`src/rtl/unidad_control_pila_if.sv`:
```
// Bus between the multi-cycle control unit and the datapath.
// Macro IRQ_EN adds the irq / irq_ack pair.
interface unidad_control_pila_if #(
  parameter int AW = 10
);
  logic [5:0]    opcode;
  logic          zero;
  logic [AW-1:0] pc_next;
  logic          s_inm;
  logic          we3;
  logic          wez;
  logic [2:0]    op;
  logic          pc_we;
  logic [1:0]    pc_sel;
  logic [AW-1:0] ret_addr;
  logic          halted;
  logic          err;
`ifdef IRQ_EN
  logic          irq;
  logic          irq_ack;

  modport master (
    output opcode, zero, pc_next, irq,
    input  s_inm, we3, wez, op, pc_we, pc_sel, ret_addr, halted, err, irq_ack
  );
  modport slave (
    input  opcode, zero, pc_next, irq,
    output s_inm, we3, wez, op, pc_we, pc_sel, ret_addr, halted, err, irq_ack
  );
`else
  modport master (
    output opcode, zero, pc_next,
    input  s_inm, we3, wez, op, pc_we, pc_sel, ret_addr, halted, err
  );
  modport slave (
    input  opcode, zero, pc_next,
    output s_inm, we3, wez, op, pc_we, pc_sel, ret_addr, halted, err
  );
`endif
endinterface

```
`src/rtl/unidad_control_pila.sv`:
```
// Two-cycle (FETCH/EXEC) control unit with zero-flag jumps, call/return stack, HALT and sticky ERROR.
// Macro IRQ_EN enables a single-level interrupt entry (IRQ_ACK state) and the reti opcode.
module unidad_control_pila #(
  parameter int            AW      = 10,
  parameter int            DEPTH   = 4,
  parameter logic [AW-1:0] IRQ_VEC = '0
) (
  input  logic                  i_reloj,
  input  logic                  i_reset,
  unidad_control_pila_if.slave  io_bus
);
  localparam int SPW = $clog2(DEPTH + 1);
  localparam int IW  = (DEPTH > 1) ? $clog2(DEPTH) : 1;

  typedef enum logic [2:0] {
    ST_FETCH, ST_EXEC, ST_HALT, ST_ERROR, ST_IRQ_ACK
  } estado_t;

  estado_t       r_estado;
  logic [5:0]    r_ir;
  logic [SPW-1:0] r_sp;
  logic          r_err;
  logic [AW-1:0] r_pila [DEPTH];

  logic          w_lleno, w_vacio, w_push, w_pop, w_fallo, w_halt;
  logic [IW-1:0] w_idx_top, w_idx_push;
`ifdef IRQ_EN
  logic          r_in_isr;
  logic          w_reti;
`endif

  assign w_lleno    = (r_sp == SPW'(DEPTH));
  assign w_vacio    = (r_sp == '0);
  assign w_idx_top  = IW'(r_sp - SPW'(1));
  assign w_idx_push = IW'(r_sp);

  assign io_bus.ret_addr = w_vacio ? '0 : r_pila[w_idx_top];
  assign io_bus.halted   = (r_estado == ST_HALT);
  assign io_bus.err      = r_err;

  // Decode is combinational from the latched ir and the live zero flag, gated by state.
  always_comb begin
    io_bus.s_inm  = 1'b0;
    io_bus.we3    = 1'b0;
    io_bus.wez    = 1'b0;
    io_bus.op     = 3'b000;
    io_bus.pc_we  = 1'b0;
    io_bus.pc_sel = 2'b00;
    w_push        = 1'b0;
    w_pop         = 1'b0;
    w_fallo       = 1'b0;
    w_halt        = 1'b0;
`ifdef IRQ_EN
    io_bus.irq_ack = 1'b0;
    w_reti         = 1'b0;
`endif
    if (r_estado == ST_EXEC) begin
      io_bus.pc_we = 1'b1;
      casez (r_ir)
        6'b00????: begin
          io_bus.s_inm = 1'b1;
          io_bus.wez   = 1'b1;
          case (r_ir[3:2])
            2'b00:   begin io_bus.op = 3'b000; io_bus.we3 = 1'b1; end
            2'b01:   begin io_bus.op = 3'b010; io_bus.we3 = 1'b1; end
            2'b10:   io_bus.op = 3'b011;
            default: begin io_bus.op = 3'b110; io_bus.we3 = 1'b1; end
          endcase
        end
        6'b01????, 6'b10????: begin
          io_bus.we3 = 1'b1;
          io_bus.wez = 1'b1;
          io_bus.op  = 3'(r_ir[5:2] - 4'd4);
        end
        6'b110000: io_bus.pc_sel = 2'b01;
        6'b110001: io_bus.pc_sel = io_bus.zero ? 2'b01 : 2'b00;
        6'b110010: io_bus.pc_sel = io_bus.zero ? 2'b00 : 2'b01;
        6'b110011: begin
          io_bus.pc_sel = 2'b01;
          if (w_lleno) begin
            io_bus.pc_we = 1'b0;
            w_fallo      = 1'b1;
          end else begin
            w_push = 1'b1;
          end
        end
`ifdef IRQ_EN
        6'b111000, 6'b111001: begin
          w_reti = r_ir[0];
`else
        6'b111000: begin
`endif
          io_bus.pc_sel = 2'b10;
          if (w_vacio) begin
            io_bus.pc_we = 1'b0;
            w_fallo      = 1'b1;
          end else begin
            w_pop = 1'b1;
          end
        end
        6'b111111: begin
          io_bus.pc_we = 1'b0;
          w_halt       = 1'b1;
        end
        default: ;
      endcase
    end
`ifdef IRQ_EN
    else if (r_estado == ST_IRQ_ACK) begin
      io_bus.pc_we   = 1'b1;
      io_bus.pc_sel  = 2'b11;
      io_bus.irq_ack = 1'b1;
      w_push         = 1'b1;
    end
`endif
  end

  always_ff @(posedge i_reloj or posedge i_reset) begin
    if (i_reset) begin
      r_estado <= ST_FETCH;
      r_ir     <= '0;
      r_sp     <= '0;
      r_err    <= 1'b0;
`ifdef IRQ_EN
      r_in_isr <= 1'b0;
`endif
    end else begin
      case (r_estado)
        ST_FETCH: begin
`ifdef IRQ_EN
          if (io_bus.irq && !r_in_isr && !w_lleno) r_estado <= ST_IRQ_ACK;
          else
`endif
          begin
            r_ir     <= io_bus.opcode;
            r_estado <= ST_EXEC;
          end
        end
        ST_EXEC: begin
          if (w_fallo) begin
            r_err    <= 1'b1;
            r_estado <= ST_ERROR;
          end else if (w_halt) begin
            r_estado <= ST_HALT;
          end else begin
            r_estado <= ST_FETCH;
            if (w_push) r_sp <= r_sp + SPW'(1);
            if (w_pop)  r_sp <= r_sp - SPW'(1);
`ifdef IRQ_EN
            if (w_reti) r_in_isr <= 1'b0;
`endif
          end
        end
`ifdef IRQ_EN
        ST_IRQ_ACK: begin
          r_sp     <= r_sp + SPW'(1);
          r_in_isr <= 1'b1;
          r_estado <= ST_FETCH;
        end
`endif
        default: r_estado <= r_estado;
      endcase
    end
  end

  // Entries are never cleared; the stack pointer alone decides what is live.
  always_ff @(posedge i_reloj) begin
    if (w_push) r_pila[w_idx_push] <= io_bus.pc_next;
  end
endmodule

```
`src/flat_wrapper.sv`:
```
// flat-port wrapper written by rule: the top's interface ports become plain ports
module unidad_control_pila_flat 
#(
  parameter int            AW      = 10,
  parameter int            DEPTH   = 4,
  parameter logic [AW-1:0] IRQ_VEC = '0
)
  (i_reloj, i_reset, io_bus_opcode, io_bus_zero, io_bus_pc_next, io_bus_s_inm, io_bus_we3, io_bus_wez, io_bus_op, io_bus_pc_we, io_bus_pc_sel, io_bus_ret_addr, io_bus_halted, io_bus_err);
  unidad_control_pila_if #(.AW(AW)) io_bus_i ();
  input  logic i_reloj;
  input  logic i_reset;
  input wire logic [$bits(io_bus_i.opcode)-1:0] io_bus_opcode;
  input wire logic [$bits(io_bus_i.zero)-1:0] io_bus_zero;
  input wire logic [$bits(io_bus_i.pc_next)-1:0] io_bus_pc_next;
  output wire logic [$bits(io_bus_i.s_inm)-1:0] io_bus_s_inm;
  output wire logic [$bits(io_bus_i.we3)-1:0] io_bus_we3;
  output wire logic [$bits(io_bus_i.wez)-1:0] io_bus_wez;
  output wire logic [$bits(io_bus_i.op)-1:0] io_bus_op;
  output wire logic [$bits(io_bus_i.pc_we)-1:0] io_bus_pc_we;
  output wire logic [$bits(io_bus_i.pc_sel)-1:0] io_bus_pc_sel;
  output wire logic [$bits(io_bus_i.ret_addr)-1:0] io_bus_ret_addr;
  output wire logic [$bits(io_bus_i.halted)-1:0] io_bus_halted;
  output wire logic [$bits(io_bus_i.err)-1:0] io_bus_err;
  assign io_bus_i.opcode = io_bus_opcode;
  assign io_bus_i.zero = io_bus_zero;
  assign io_bus_i.pc_next = io_bus_pc_next;
  assign io_bus_s_inm = io_bus_i.s_inm;
  assign io_bus_we3 = io_bus_i.we3;
  assign io_bus_wez = io_bus_i.wez;
  assign io_bus_op = io_bus_i.op;
  assign io_bus_pc_we = io_bus_i.pc_we;
  assign io_bus_pc_sel = io_bus_i.pc_sel;
  assign io_bus_ret_addr = io_bus_i.ret_addr;
  assign io_bus_halted = io_bus_i.halted;
  assign io_bus_err = io_bus_i.err;
  unidad_control_pila #(.AW(AW), .DEPTH(DEPTH), .IRQ_VEC(IRQ_VEC)) u_core (.i_reloj(i_reloj), .i_reset(i_reset), .io_bus(io_bus_i));
endmodule
```
`config.mk`:
```
export PLATFORM = sky130hd
export DESIGN_NAME = unidad_control_pila_flat
export DESIGN_NICKNAME = d
export VERILOG_FILES = /design/src/rtl/unidad_control_pila_if.sv /design/src/rtl/unidad_control_pila.sv /design/src/flat_wrapper.sv
export SDC_FILE = /design/constraint.sdc
export NUM_CORES = 1
export LEC_CHECK = 0
export ABC_AREA = 0
export ABC_CLOCK_PERIOD_IN_PS = 2580
export BUFFER_PORTS_ARGS = -buffer_cell sky130_fd_sc_hd__buf_2
export CORE_MARGIN = 2
export CORE_UTILIZATION = 40
export CTS_CLUSTER_SIZE = 24
export DETAILED_ROUTE_END_ITERATION = 12
export HOLD_SLACK_MARGIN = 0.02
export PLACE_DENSITY = 0.68
export REMOVE_ABC_BUFFERS = 1
export SYNTH_ARGS = -nofsm -noshare
export SYNTH_HDL_FRONTEND = slang
export SYNTH_SLANG_ARGS = --single-unit
export TNS_END_PERCENT = 20
```
`constraint.sdc`:
```
create_clock -name i_reloj -period 2.58 [get_ports i_reloj]
set_input_delay 0.774 -clock i_reloj [delete_from_list [all_inputs] [get_ports i_reloj]]
set_output_delay 0.774 -clock i_reloj [all_outputs]
set_load 0.02 [all_outputs]
```
==> results.tsv, run 1 <==
metric	value	unit
ratio of total power to cell area	1140	nW/µm²
Detail Placement HPWL	2820	µm
Placement Rows	28	
ys flop type	edfxtp_1	
final setup skew	4.78	ps
crit path max fanout	5	
total negative slack for setup checks	0	ps
Overall Power	3.23	mW
y dimension of the die	80.9	µm
Routed Wire Length	4140	µm
Clock Pin Slew Worst Setup and Hold Paths	90	ps
number of fill cells	542	
hold buffers post-CTS	0	
Inserted Clock Buffers	5	
final number of hold-violating endpoints	0	
number of antenna violations at the first check in global routing	0	
insertion delay to the later sink of the worst-skew pair	300	ps
Diodes inserted	0	
slew at the pin closest to its max-slew limit	609	ps
die outline width	80.9	µm
cell-internal power	2.03	mW
top cell type by total area after synthesis	edfxtp_1	
number of synthesized register bits	52	
vias in the first global route	1312	
Worst VDD drop	0.651	mV
part of the power in the clock network	0.170	
Arr. time, crit path	1770	ps
ranking of synthesized cells by area	edfxtp_1 (51%), dfrtp_1 (13%), mux4_2 (9.5%)	
leakage component of the power	1.10	nW
Die Area	6540	µm²
Final Setup Violations	0	
clock tree from TritonCTS	done	
layout cells sized above 1	0.424	
Port-buffer cells	39	
number of top-level design ports	40	
number of warnings issued by yosys	0	
Root Buffer	clkbuf_8	
number of design-rule violations left by the first detailed-router iteration	107	
Floorplan Core Area	5820	µm²
final non-filler cell total	278	
Final Cycle Share	0.987	
slowest library cell on the worst path	dfrtp_1	
crit path time final	2550	ps
sort of element at the end of the critical path	output port	
startpoint kind of the worst setup timing path	flip-flop	
H-tree depth	2	
aggregate global-route resource usage	0.134	
nets@finish	228	
share of the yosys chip area belonging to registers	0.635	
average instance area after synthesis	15.7	µm²
post-synthesis instance area	2360	µm²
detailed-route via count	1356	
outcome	complete, no violations	
clk sink count	52	
global route overflow	0	
number of maximum-capacitance constraint violations	0	
sequential share of power	0.337	
share of synthesized registers carrying an async set or reset	0.231	
cells along the critical path	inv_2 -> ha_4 -> buf_4 -> mux4_2 -> nor2b_1 -> buf_2	
count of placed standard cells including taps	265	
global-route wire length before repair	6450	µm
largest net degree at the start of global routing	17	
endpoint required time on the critical path	1810	ps
deepest clock path buffer count	2	
RSZ-0062 raised after global routing	yes	
via density per instance	4.88	
wire length per cell after detailed routing	14.9	µm
effective utilization at floorplan	0.407	
Synth-to-Final Area Change	20.3	%
count of pins over their slew limit	0	
Hold Path Class	reg -> reg	
Psw	1.21	mW
class of the most critical setup path	reg -> out	
Final ANT Viol Nets	0	
Logic pwr share	0.493	
fraction of post-synthesis cell area in the top cell type by area	0.508	
tightest slew margin relative to the limit	0.592	
Highest Clock Rate	393	MHz
post-route worst hold slack	457	ps
switching share of power	0.373	
count of flip-flops with a built-in enable after synthesis	40	
gate count of the mapped netlist	151	
Max stage delay on crit path	400	ps
remaining design rule violation count	0	
number of detailed-routing iterations run before antenna repair	4	
routability congestion estimate from global placement	0.721	
Yosys cell types	36	
## cell type report
class	count	area [µm²]	area share
Clock inverter	2	38.8	0.0136
Tap cell	75	93.8	0.0330
Sequential cell	52	1500	0.528
Multi-Input combinational cell	88	840	0.295
Timing Repair Buffer	48	270	0.0950
Clock buffer	6	72.6	0.0255
Inverter	7	26.3	0.00924
## repair_timing
item	CTS	global route
buffers inserted	0	5
pin swaps	1	1
gates resized for setup	4	8
endpoints found under the setup margin	11	12
## critical path: cells and delay by family (launching register included)
kind / cells / cell delay (ps)
buffers and inverters: 3 / 380
adders and majority gates: 1 / 280
muxes: 1 / 280
and+or+nand+nor: 1 / 140
DFF: 1 / 400
## path summary, 6_finish.rpt
path,depth (start not counted),slack (ps),endpoint,start
max,6,30,io_bus_ret_addr[9],u_core.r_sp[0]$_DFFE_PP0P_
min,1,460,u_core.io_bus.err$_DFFE_PP0P_,u_core.io_bus.err$_DFFE_PP0P_
max reg2reg,4,500,u_core.r_pila[3][0]$_DFFE_PP_,u_core.r_ir[5]$_DFFE_PP0P_
min reg2reg,1,460,u_core.io_bus.err$_DFFE_PP0P_,u_core.io_bus.err$_DFFE_PP0P_
max in group asynchronous,2,1750,u_core.r_sp[2]$_DFFE_PP0P_,i_reset
min in group asynchronous,2,480,u_core.r_ir[0]$_DFFE_PP0P_,i_reset
## state kept, by name (all words and copies together) (netlist names)
| signal | count |
|---|---|
| u_core.r_pila | 40 |
| u_core.io_bus.err | 1 |
| u_core.r_sp | 3 |
| u_core.r_ir | 6 |
| u_core.r_estado | 2 |
## stage by stage
| step | utilization | instance area [µm²] | setup WS, ps |
|---|---|---|---|
| after CTS | 0.480 | 2790 | 0.542 |
| after floorplan | - | 2340 | -177 |
| after global routing | 0.489 | 2840 | -27.9 |
| after detailed placement | 0.457 | 2660 | 110 |
| final | 0.489 | 2840 | 33.4 |
| after global placement | 0.457 | 2660 | 134 |
## placed cells by master (no fill, tap or decap), types with 3 or more instances in the layout
cell,count
o21ai_0,3
and2_2,4
nand2b_1,3
inv_1,5
nor2b_1,13
dfrtp_1,11
ha_1,5
a21oi_1,4
nor2_1,13
buf_4,7
nand2_1,4
mux2_2,4
buf_2,39
clkbuf_8,5
edfxtp_1,40
mux4_2,10
## synthesized netlist by cell type (all sizes together), types with 2 or more instances
cell type	n
nor2b	13
mux2	4
a21oi	5
ha	7
nor2	14
nor3	2
nand2b	3
inv	7
dfrtp	12
edfxtp	40
buf	2
o21ai	3
clkbuf	2
xnor2	2
nand2	4
nor3b	2
mux4	10
and2	4
## logic make-up (layout without fill, tap and decap cells)
group,count (synthesis),count (layout),synth area share
and+or+nand+nor,53,53,0.142
AOI/OAI and AO/OA,12,12,0.0429
muxes,14,14,0.114
xor gates and xnor gates,2,2,0.00741
buffers and inverters,11,63,0.0212
adders and majority gates,7,7,0.0370
DFF,52,52,0.635
## routing by layer
layer	global-route usage	part of all wire
met5	0	0
met4	0.0508	0.012
met3	0.0311	0.045
met2	0.221	0.48
met1	0.172	0.46
## power by group through the flow
stage,sequential [mW],combinational [mW],clock (mW)
2_1_floorplan,1.13,1.00,0
3_3_place_gp,1.09,1.45,0
3_5_place_dp,1.10,1.45,0
4_1_cts,1.08,1.50,0.570
5_1_grt,1.10,1.74,0.599
6_report,1.09,1.59,0.550
Power figures use the tool's default switching activity.
==> inputs of run 2 (changes only) <==
Settings changed: RECOVER_POWER set to 100.
==> run 2 against run 1 <==
  * Worst hold slack improved by 2.6 ps
  * Sequential share of layout area rose by 0.52 points
  * Combinational power barely moved
  * Non-clock buffer count did not move
  * Via count did not move
  * Cell area fell by 0.97%
  * Register-to-register slack got worse by 180 ps
  * Die area did not move
  * First-iteration DRC count fell by 20%
  * Sequential power barely moved
  * Total power fell by 0.52%
  * Global-route usage did not move
  * Largest power group unchanged
==> results.tsv, run 2 (synthesis results as in run 1) <==
metric	value	unit	change
Hold Path Class	reg -> reg		unchanged
cells along the critical path	inv_2 -> ha_4 -> buf_4 -> mux4_2 -> nor2b_1 -> buf_2		unchanged
detailed-route via count	1356		unchanged
leakage component of the power	1.04	nW	was 1.10 nW
setup slack after layout	27.1	ps	was 33.4 ps
worst setup slack after placement	110	ps	unchanged
wire length per cell after detailed routing	14.9	µm	about the same
Port-buffer cells	39		unchanged
Inserted Clock Buffers	5		unchanged
count of placed standard cells including taps	265		unchanged
vias in the first global route	1312		unchanged
RSZ-0062 raised after global routing	yes		unchanged
Critical Path Stages	6		unchanged
via density per instance	4.88		unchanged
outcome	complete, no violations		unchanged
insertion delay to the later sink of the worst-skew pair	300	ps	about the same
final core utilization	0.484		was 0.489
sort of element at the end of the critical path	output port		unchanged
Placement Rows	28		unchanged
tightest slew margin relative to the limit	0.593		was 0.592
number of fill cells	545		was 542
commonest non-fill, non-tap cells in the layout	edfxtp_1 (40), clkbuf_1 (17), buf_2 (17)		was edfxtp_1 (40), buf_2 (39), nor2_1 (13), nor2b_1 (13), dfrtp_1 (11)
nets@finish	228		unchanged
startpoint kind of the worst setup timing path	flip-flop		unchanged
clk sink count	52		unchanged
aggregate global-route resource usage	0.134		unchanged
total negative slack for setup checks	0	ps	unchanged
Arr. time, crit path	1780	ps	was 1770 ps
layout cells sized above 1	0.325		was 0.424
remaining design rule violation count	0		unchanged
Synth-to-Final Area Change	19.1	%	was 20.3%
final non-filler cell total	278		unchanged
Root Buffer	clkbuf_8		unchanged
Highest Clock Rate	392	MHz	was 393 MHz
worst reg2reg setup slack	320	ps	was 500 ps
Final Cycle Share	0.989		was 0.987
slowest library cell on the worst path	dfrtp_1		unchanged
commonest non-fill, non-tap cell in the layout	edfxtp_1		unchanged
hold buffers post-CTS	0		unchanged
number of antenna violations at the first check in global routing	0		unchanged
clock tree from TritonCTS	done		unchanged
endpoint required time on the critical path	1810	ps	about the same
number of maximum-capacitance constraint violations	0		unchanged
global route overflow	0		unchanged
crit path time final	2550	ps	about the same
Clock Pin Slew Worst Setup and Hold Paths	90	ps	about the same
Routed Wire Length	4140	µm	about the same
flip-flop count of the largest register after layout	40		unchanged
register containing the most flip-flops in the final layout	u_core.r_pila		unchanged
deepest clock path buffer count	2		unchanged
Die Area	6540	µm²	unchanged
number of design-rule violations left by the first detailed-router iteration	86		was 107
biggest registers after layout	u_core.r_pila (40), u_core.r_ir (6), u_core.r_sp (3)		unchanged
final setup skew	5.65	ps	was 4.78 ps
ratio of total power to cell area	1140	nW/µm²	about the same
routability congestion estimate from global placement	0.721		unchanged
Worst VDD drop	0.629	mV	was 0.651 mV
Floorplan Core Area	5820	µm²	unchanged
Crit path buffers/inverters	3		unchanged
slew at the pin closest to its max-slew limit	608	ps	was 609 ps
effective utilization at floorplan	0.407		unchanged
number of detailed-routing iterations run before antenna repair	5		was 4
class of the most critical setup path	reg -> out		unchanged
count of pins over their slew limit	0		unchanged
Detail Placement HPWL	2820	µm	unchanged
total cell area at the placement stage	2660	µm²	unchanged
H-tree depth	2		unchanged
die outline width	80.9	µm	unchanged
family with the most delay on the worst path	flip-flops		unchanged
Diodes inserted	0		unchanged
number of cells traversed by the worst hold path	1		unchanged
Final ANT Viol Nets	0		unchanged
global-route wire length before repair	6450	µm	unchanged
Max stage delay on crit path	410	ps	was 400 ps
number of top-level design ports	40		unchanged
footprint of the multi-input gates	835	µm²	was 840 µm²
finished layout cell area	2820	µm²	was 2840 µm²
y dimension of the die	80.9	µm	unchanged
Final Setup Violations	0		unchanged
largest net degree at the start of global routing	17		unchanged
crit path max fanout	5		unchanged
depth of the worst register-to-register path	4		unchanged
Sequential cell area	1500	µm²	unchanged
final number of hold-violating endpoints	0		unchanged
==> run 2: changes by cell type in the layout (fill, tap and decap cells not counted) <==
cell / previous run / this run
buf_2: 39 / 17
clkbuf_1: 1 / 17
buf_4: 7 / 6
and2_2: 4 / 0
clkbuf_2: 0 / 7
and2_1: 0 / 4
==> run 2: through the flow <==
stage               hold slack, ps  total power [mW]
CTS                            461              3.15
global route                   478              3.42
global placement               440              2.54
finish                         460              3.22
floorplan                      547              2.13
detailed placement             440              2.55
==> run 2: layout make-up <==
cell class,count,area share
timing repair buffer,48,0.0880
clock inverter,2,0.0138
inverter,7,0.00933
clock buffer,6,0.0258
multi-input combinational,88,0.296
sequential,52,0.534
tap,75,0.0333
==> run 2: worst reg2reg max path: stages (launching register included) <==
cell       delay (ps)
dfrtp_1           410
ha_2              270
nand4bb_4         140
a2111oi_4         510
and2_1            570
==> run 2: final timing paths <==
kind	startpoint	to
max	u_core.r_sp[0]$_DFFE_PP0P_	io_bus_ret_addr[9]
min	u_core.io_bus.err$_DFFE_PP0P_	u_core.io_bus.err$_DFFE_PP0P_
max reg2reg	u_core.r_ir[5]$_DFFE_PP0P_	u_core.r_pila[3][0]$_DFFE_PP_
min reg2reg	u_core.io_bus.err$_DFFE_PP0P_	u_core.io_bus.err$_DFFE_PP0P_
max in group asynchronous	i_reset	u_core.r_sp[2]$_DFFE_PP0P_
min in group asynchronous	i_reset	u_core.r_ir[0]$_DFFE_PP0P_
==> run 2: report_power, final <==
| group | internal (mW) | total [mW] | switching (mW) |
|---|---|---|---|
| clock network | 0.293 | 0.549 | 0.256 |
| registers | 0.987 | 1.09 | 0.103 |
| logic | 0.726 | 1.58 | 0.851 |
==> run 2: metal layers <==
layer  vias up  global-route usage  part of all wire
met5         -                   0                 0
met4         0              0.0508             0.012
met3         5              0.0311             0.046
met2        36               0.221              0.48
met1       649               0.172              0.46
li1        666                   -                 -
==> run 2: repair_timing <==
| item | in CTS | in global routing |
|---|---|---|
| pin swaps | 1 | 1 |
| resized for setup | 4 | 8 |
| setup endpoints to repair | 11 | 12 |
| setup buffers | 0 | 5 |
